==> src/rtl/toggle_meter.sv <==
// toggle_meter
// Measures the number of clk cycles between consecutive transitions of a slow
// square wave. Rising and falling transitions count alike. Each measurement
// is reported with a one-cycle strobe. Lock is declared after LOCK_COUNT
// consecutive in-tolerance measurements. A sticky flag marks a stalled input.
//
// Ports
//   clk           in   clock, rising edge
//   reset         in   asynchronous, active-high reset
//   enable        in   synchronous enable; low returns to IDLE and clears status
//   sig_in        in   monitored signal, asynchronous to clk
//   half_period   out  last measurement in clk cycles (held while idle/stalled)
//   period_valid  out  one-cycle strobe, half_period updated in the same cycle
//   locked        out  LOCK_COUNT consecutive matching measurements seen
//   timeout       out  sticky: no transition for TIMEOUT cycles
//
// state   | meaning
// --------+-------------------------------------------
// IDLE    | enable low, status cleared
// FIRST   | waiting for the reference edge
// MEASURE | counting cycles since the last edge
// STALL   | no edge within TIMEOUT cycles
module toggle_meter #(
    parameter int CNT_WIDTH  = 25,
    parameter int EXPECTED   = 10,
    parameter int TOLERANCE  = 0,
    parameter int LOCK_COUNT = 4,
    parameter int TIMEOUT    = 64
) (
    input  logic                 clk,
    input  logic                 reset,
    input  logic                 enable,
    input  logic                 sig_in,
    output logic [CNT_WIDTH-1:0] half_period,
    output logic                 period_valid,
    output logic                 locked,
    output logic                 timeout
);

    localparam logic [1:0] ST_IDLE    = 2'd0;
    localparam logic [1:0] ST_FIRST   = 2'd1;
    localparam logic [1:0] ST_MEASURE = 2'd2;
    localparam logic [1:0] ST_STALL   = 2'd3;

    localparam int MW = $clog2(LOCK_COUNT + 1);

    // Tolerance window bounds held one bit wider so EXPECTED+TOLERANCE
    // cannot wrap.
    localparam logic [CNT_WIDTH:0]   WIN_LO   = (CNT_WIDTH+1)'(EXPECTED - TOLERANCE);
    localparam logic [CNT_WIDTH:0]   WIN_HI   = (CNT_WIDTH+1)'(EXPECTED + TOLERANCE);
    localparam logic [CNT_WIDTH-1:0] CNT_LAST = CNT_WIDTH'(TIMEOUT - 1);
    localparam logic [MW-1:0]        LOCK_MAX = MW'(LOCK_COUNT);

    logic                 s1, s2, s3;
    logic                 sig_edge;
    logic [1:0]           state;
    logic [CNT_WIDTH-1:0] cnt;
    logic [CNT_WIDTH-1:0] meas;
    logic                 in_tol;
    logic [MW-1:0]        match_cnt;
    logic [MW-1:0]        match_next;

    // Synchronizer plus history flop; free-running so the history is
    // already valid when enable rises.
    always_ff @(posedge clk or posedge reset) begin
        if (reset) begin
            s1 <= 1'b0;
            s2 <= 1'b0;
            s3 <= 1'b0;
        end else begin
            s1 <= sig_in;
            s2 <= s1;
            s3 <= s2;
        end
    end

    assign sig_edge = s2 ^ s3;

    // cnt never exceeds TIMEOUT-1, so the +1 cannot overflow.
    assign meas   = cnt + CNT_WIDTH'(1);
    assign in_tol = ({1'b0, meas} >= WIN_LO) && ({1'b0, meas} <= WIN_HI);

    always_comb begin
        match_next = '0;
        if (in_tol) begin
            match_next = (match_cnt == LOCK_MAX) ? match_cnt : match_cnt + MW'(1);
        end
    end

    always_ff @(posedge clk or posedge reset) begin
        if (reset) begin
            state        <= ST_IDLE;
            cnt          <= '0;
            match_cnt    <= '0;
            half_period  <= '0;
            period_valid <= 1'b0;
            locked       <= 1'b0;
            timeout      <= 1'b0;
        end else begin
            period_valid <= 1'b0;
            if (!enable) begin
                state     <= ST_IDLE;
                cnt       <= '0;
                match_cnt <= '0;
                locked    <= 1'b0;
                timeout   <= 1'b0;
            end else begin
                case (state)
                    ST_IDLE: begin
                        state <= ST_FIRST;
                    end
                    ST_FIRST: begin
                        if (sig_edge) begin
                            state <= ST_MEASURE;
                            cnt   <= '0;
                        end
                    end
                    ST_MEASURE: begin
                        // An edge on the last count wins over the timeout.
                        if (sig_edge) begin
                            cnt          <= '0;
                            half_period  <= meas;
                            period_valid <= 1'b1;
                            match_cnt    <= match_next;
                            locked       <= (match_next == LOCK_MAX);
                        end else if (cnt == CNT_LAST) begin
                            state     <= ST_STALL;
                            timeout   <= 1'b1;
                            locked    <= 1'b0;
                            match_cnt <= '0;
                        end else begin
                            cnt <= cnt + CNT_WIDTH'(1);
                        end
                    end
                    ST_STALL: begin
                        // The recovering edge is only a new reference.
                        if (sig_edge) begin
                            state   <= ST_MEASURE;
                            cnt     <= '0;
                            timeout <= 1'b0;
                        end
                    end
                    default: begin
                        state <= ST_IDLE;
                    end
                endcase
            end
        end
    end

endmodule

==> config.mk <==
export PLATFORM = sky130hd
export DESIGN_NAME = toggle_meter
export DESIGN_NICKNAME = d
export VERILOG_FILES = /design/src/rtl/toggle_meter.sv
export SDC_FILE = /design/constraint.sdc
export NUM_CORES = 1
export LEC_CHECK = 0
export CAP_MARGIN = 10
export CORE_ASPECT_RATIO = 0.8
export CORE_MARGIN = 2
export CORE_UTILIZATION = 40
export DETAILED_ROUTE_END_ITERATION = 16
export PLACE_DENSITY = 0.62
export SLEW_MARGIN = 25
export SYNTH_ARGS = -nofsm -noshare
export SYNTH_HDL_FRONTEND = slang
export SYNTH_SLANG_ARGS = --single-unit
==> constraint.sdc <==
create_clock -name clk -period 3.37 [get_ports clk]
set_clock_uncertainty 0.05 [all_clocks]
set_input_delay 0.674 -clock clk [delete_from_list [all_inputs] [get_ports clk]]
set_output_delay 0.674 -clock clk [all_outputs]
set_load 0.005 [all_outputs]
==> impl_metrics.ini <==
[status]
status = complete, no violations

[layout]
final_cell_mix = dfrtp_1 (61), a21oi_1 (42), nor2_1 (40), clkdlybuf4s50_1 (31), nand2_1 (29)
nets = 424
area_growth_pct = 16.8
diodes = 0
drive_above_1_share = 0.102
layout_commonest_cell = dfrtp_1
design_area_um2 = 4080

[worst_setup_path]
endpoint_kind = flop
cp.arrival_ns = 3.22
max_stage_delay_ns = 0.48
critPathBufInv = 1
crit_type = reg -> reg
path_max_fanout = 19
crit_chain = ha_1 > and3_1 > nand3_1 > o41ai_1 > a21oi_1 > and4_1 > buf_12 > a41oi_1 > a31oi_1
critical_path.startpoint_type = flop
slowest_stage = o41ai_1
required_ns = 3.52
crit_family = simple AND/OR/NAND/NOR gates

[synth]
synth_top_area_share = 0.437
yosysTopAreaCell = dfrtp_1
synthFlopType = dfrtp_1
synth_cell_type_count = 57
synth_seq_cells = 61
ys_top_cells_by_area = dfrtp_1 (44%), a21oi_1 (6.0%), xnor2_1 (4.5%)
syn_inst = 395
synth-edff-count = 0
ys_warn_count = 0
syn-cell-area_um2 = 3490
async_reset_ff_frac = 1.00
yosysSeqAreaShare = 0.437
synth_nets = 403
syn_avg_cell_area_um2 = 8.85

[clock_tree]
clkTransAtPathRegs_ns = 0.06
cts_tree = built
holdBufCountCts = 0
h-tree-depth = 3
clk_latency_ns = 0.34
numCtsBuffers = 9
post-cts-setup-buffer-count = 0
post_cts_resized = 0
cts_root_buffer = clkbuf_8
clk_path_buf_depth = 2
numClockSinks = 61

[place]
place_congestion = 0.926
port_buffers = 31
placed_cell_area_um2 = 3900
hpwl_um = 5810

[routing]
viasPerCell = 5.56
drc = 0
vias = 2959
wl_per_cell_um = 15.6
drtPass1Iterations = 4
wirelength_um = 8300
first_iter_violations = 152
postRouteAntennaNets = 0

[die]
fp.coreArea_um2 = 8480
die_area_um2 = 9500
ios = 32
start_util = 0.412
rows = 30
die_w_um = 109
die_h_um = 87.6

[timing]
fmax_mhz = 326
maxSlewHeadroom = 0.525
tns_ns = 0
timing.final.crit_share = 0.909
tightest_slew_ns = 0.712
rsz0062_at_grt = no
final_hold_viol_count = 0
slew_viol_final = 0
min_period_ns = 3.06
setup_violations = 0
timing.hold.ws_ns = 0.303

[job]
maxCapViolations = 0

[grt]
grt_pass1_vias = 2858
grt_max_degree = 62
antenna_found_initial = 0
grt_pass1_wl_um = 14500
grt-ovfl-total = 0
grt_usage = 0.197

[power]
p_total_w = 0.00206
vdd_ir_drop_max_mv = 0.243
powerDensity_nw_per_um2 = 505
leakage_nw = 1.59

[worst_hold_path]
hold_path.class = reg -> reg
sequential cells by signal (all words and copies together), names as in the netlist:
name,flops
cnt,25
half_period,25
match_cnt,3
state,2
locked,1
period_valid,1
s1,1
s2,1
s3,1
timeout,1
logic make-up after synthesis:
family,share of synthesized area
AND/OR/NAND/NOR,0.223
AO/OA/AOI/OAI,0.196
multiplexers,0.00609
adder cells (fa/ha/maj),0.0143
XOR/XNOR,0.0652
flip-flops,0.437
buffers and inverters,0.0591
metal layers:
layer,vias to the layer above,part of all wire,GRT usage
li1,1474,-,-
met1,1407,0.52,0.289
met2,68,0.42,0.286
met3,10,0.049,0.0461
met4,0,0.012,0.0664
met5,-,0,0
area by class of cell:
cell class                 count  area, µm²
clock buffer                  14        173
clock inverter                 1       5.00
fill                         829       4400
inverter                      15       56.3
multi-input combinational    287       1760
sequential                    61       1530
tap                          112        140
timing repair buffer          42        418
worst register-to-register path: stages (launching register included):
cell,delay [ns]
dfrtp_1,0.45
ha_1,0.32
and3_1,0.25
nand3_1,0.22
o41ai_1,0.48
a21oi_1,0.16
and4_1,0.47
buf_12,0.27
a41oi_1,0.22
a31oi_1,0.06
path summary, 6_finish.rpt:
check | slack [ns] | from | end | depth (start not counted)
worst max-delay path | 0.31 | cnt[1] | cnt[3] | 9
worst min-delay path | 0.30 | s1 | s2 | 0
worst max register to register | 0.31 | cnt[1] | cnt[3] | 9
worst min register to register | 0.30 | s1 | s2 | 0
max in group asynchronous | 2.34 | reset | match_cnt[2] | 3
min in group asynchronous | 0.67 | reset | half_period[9] | 3
per-stage QoR:
step	std cells	setup WS, ns	utilization
after floorplan	395	0.851	-
final	532	0.306	0.481
after global routing	532	0.0415	0.481
after detailed placement	517	0.311	0.460
after global placement	517	0.441	0.460
after CTS	532	0.296	0.481
power breakdown:
group	internal, W	switching [W]	total (W)
Sequential	0.000876	0.0000763	0.000952
Combinational	0.000317	0.000195	0.000512
Clock	0.000323	0.000275	0.000597
cell usage after synthesis, drive strengths merged (2+ instances only):
cell and instances:
a21oi 43, a31oi 23, o22ai 2, nand4 11, or3 3, o41ai 2, a21boi 2, o2111ai 2
nand2b 2, ha 4, nor4 15, or4 3, nor3 10, and4 2, a41oi 2, or2 2
o21ai 18, buf 22, and2 2, nor2b 2, clkbuf 10, nor2 40, nand2 29, xnor2 18
inv 15, xor2 8, and3 4, o211ai 5, nand3 18, dfrtp 61
Power figures use the tool's default switching activity.
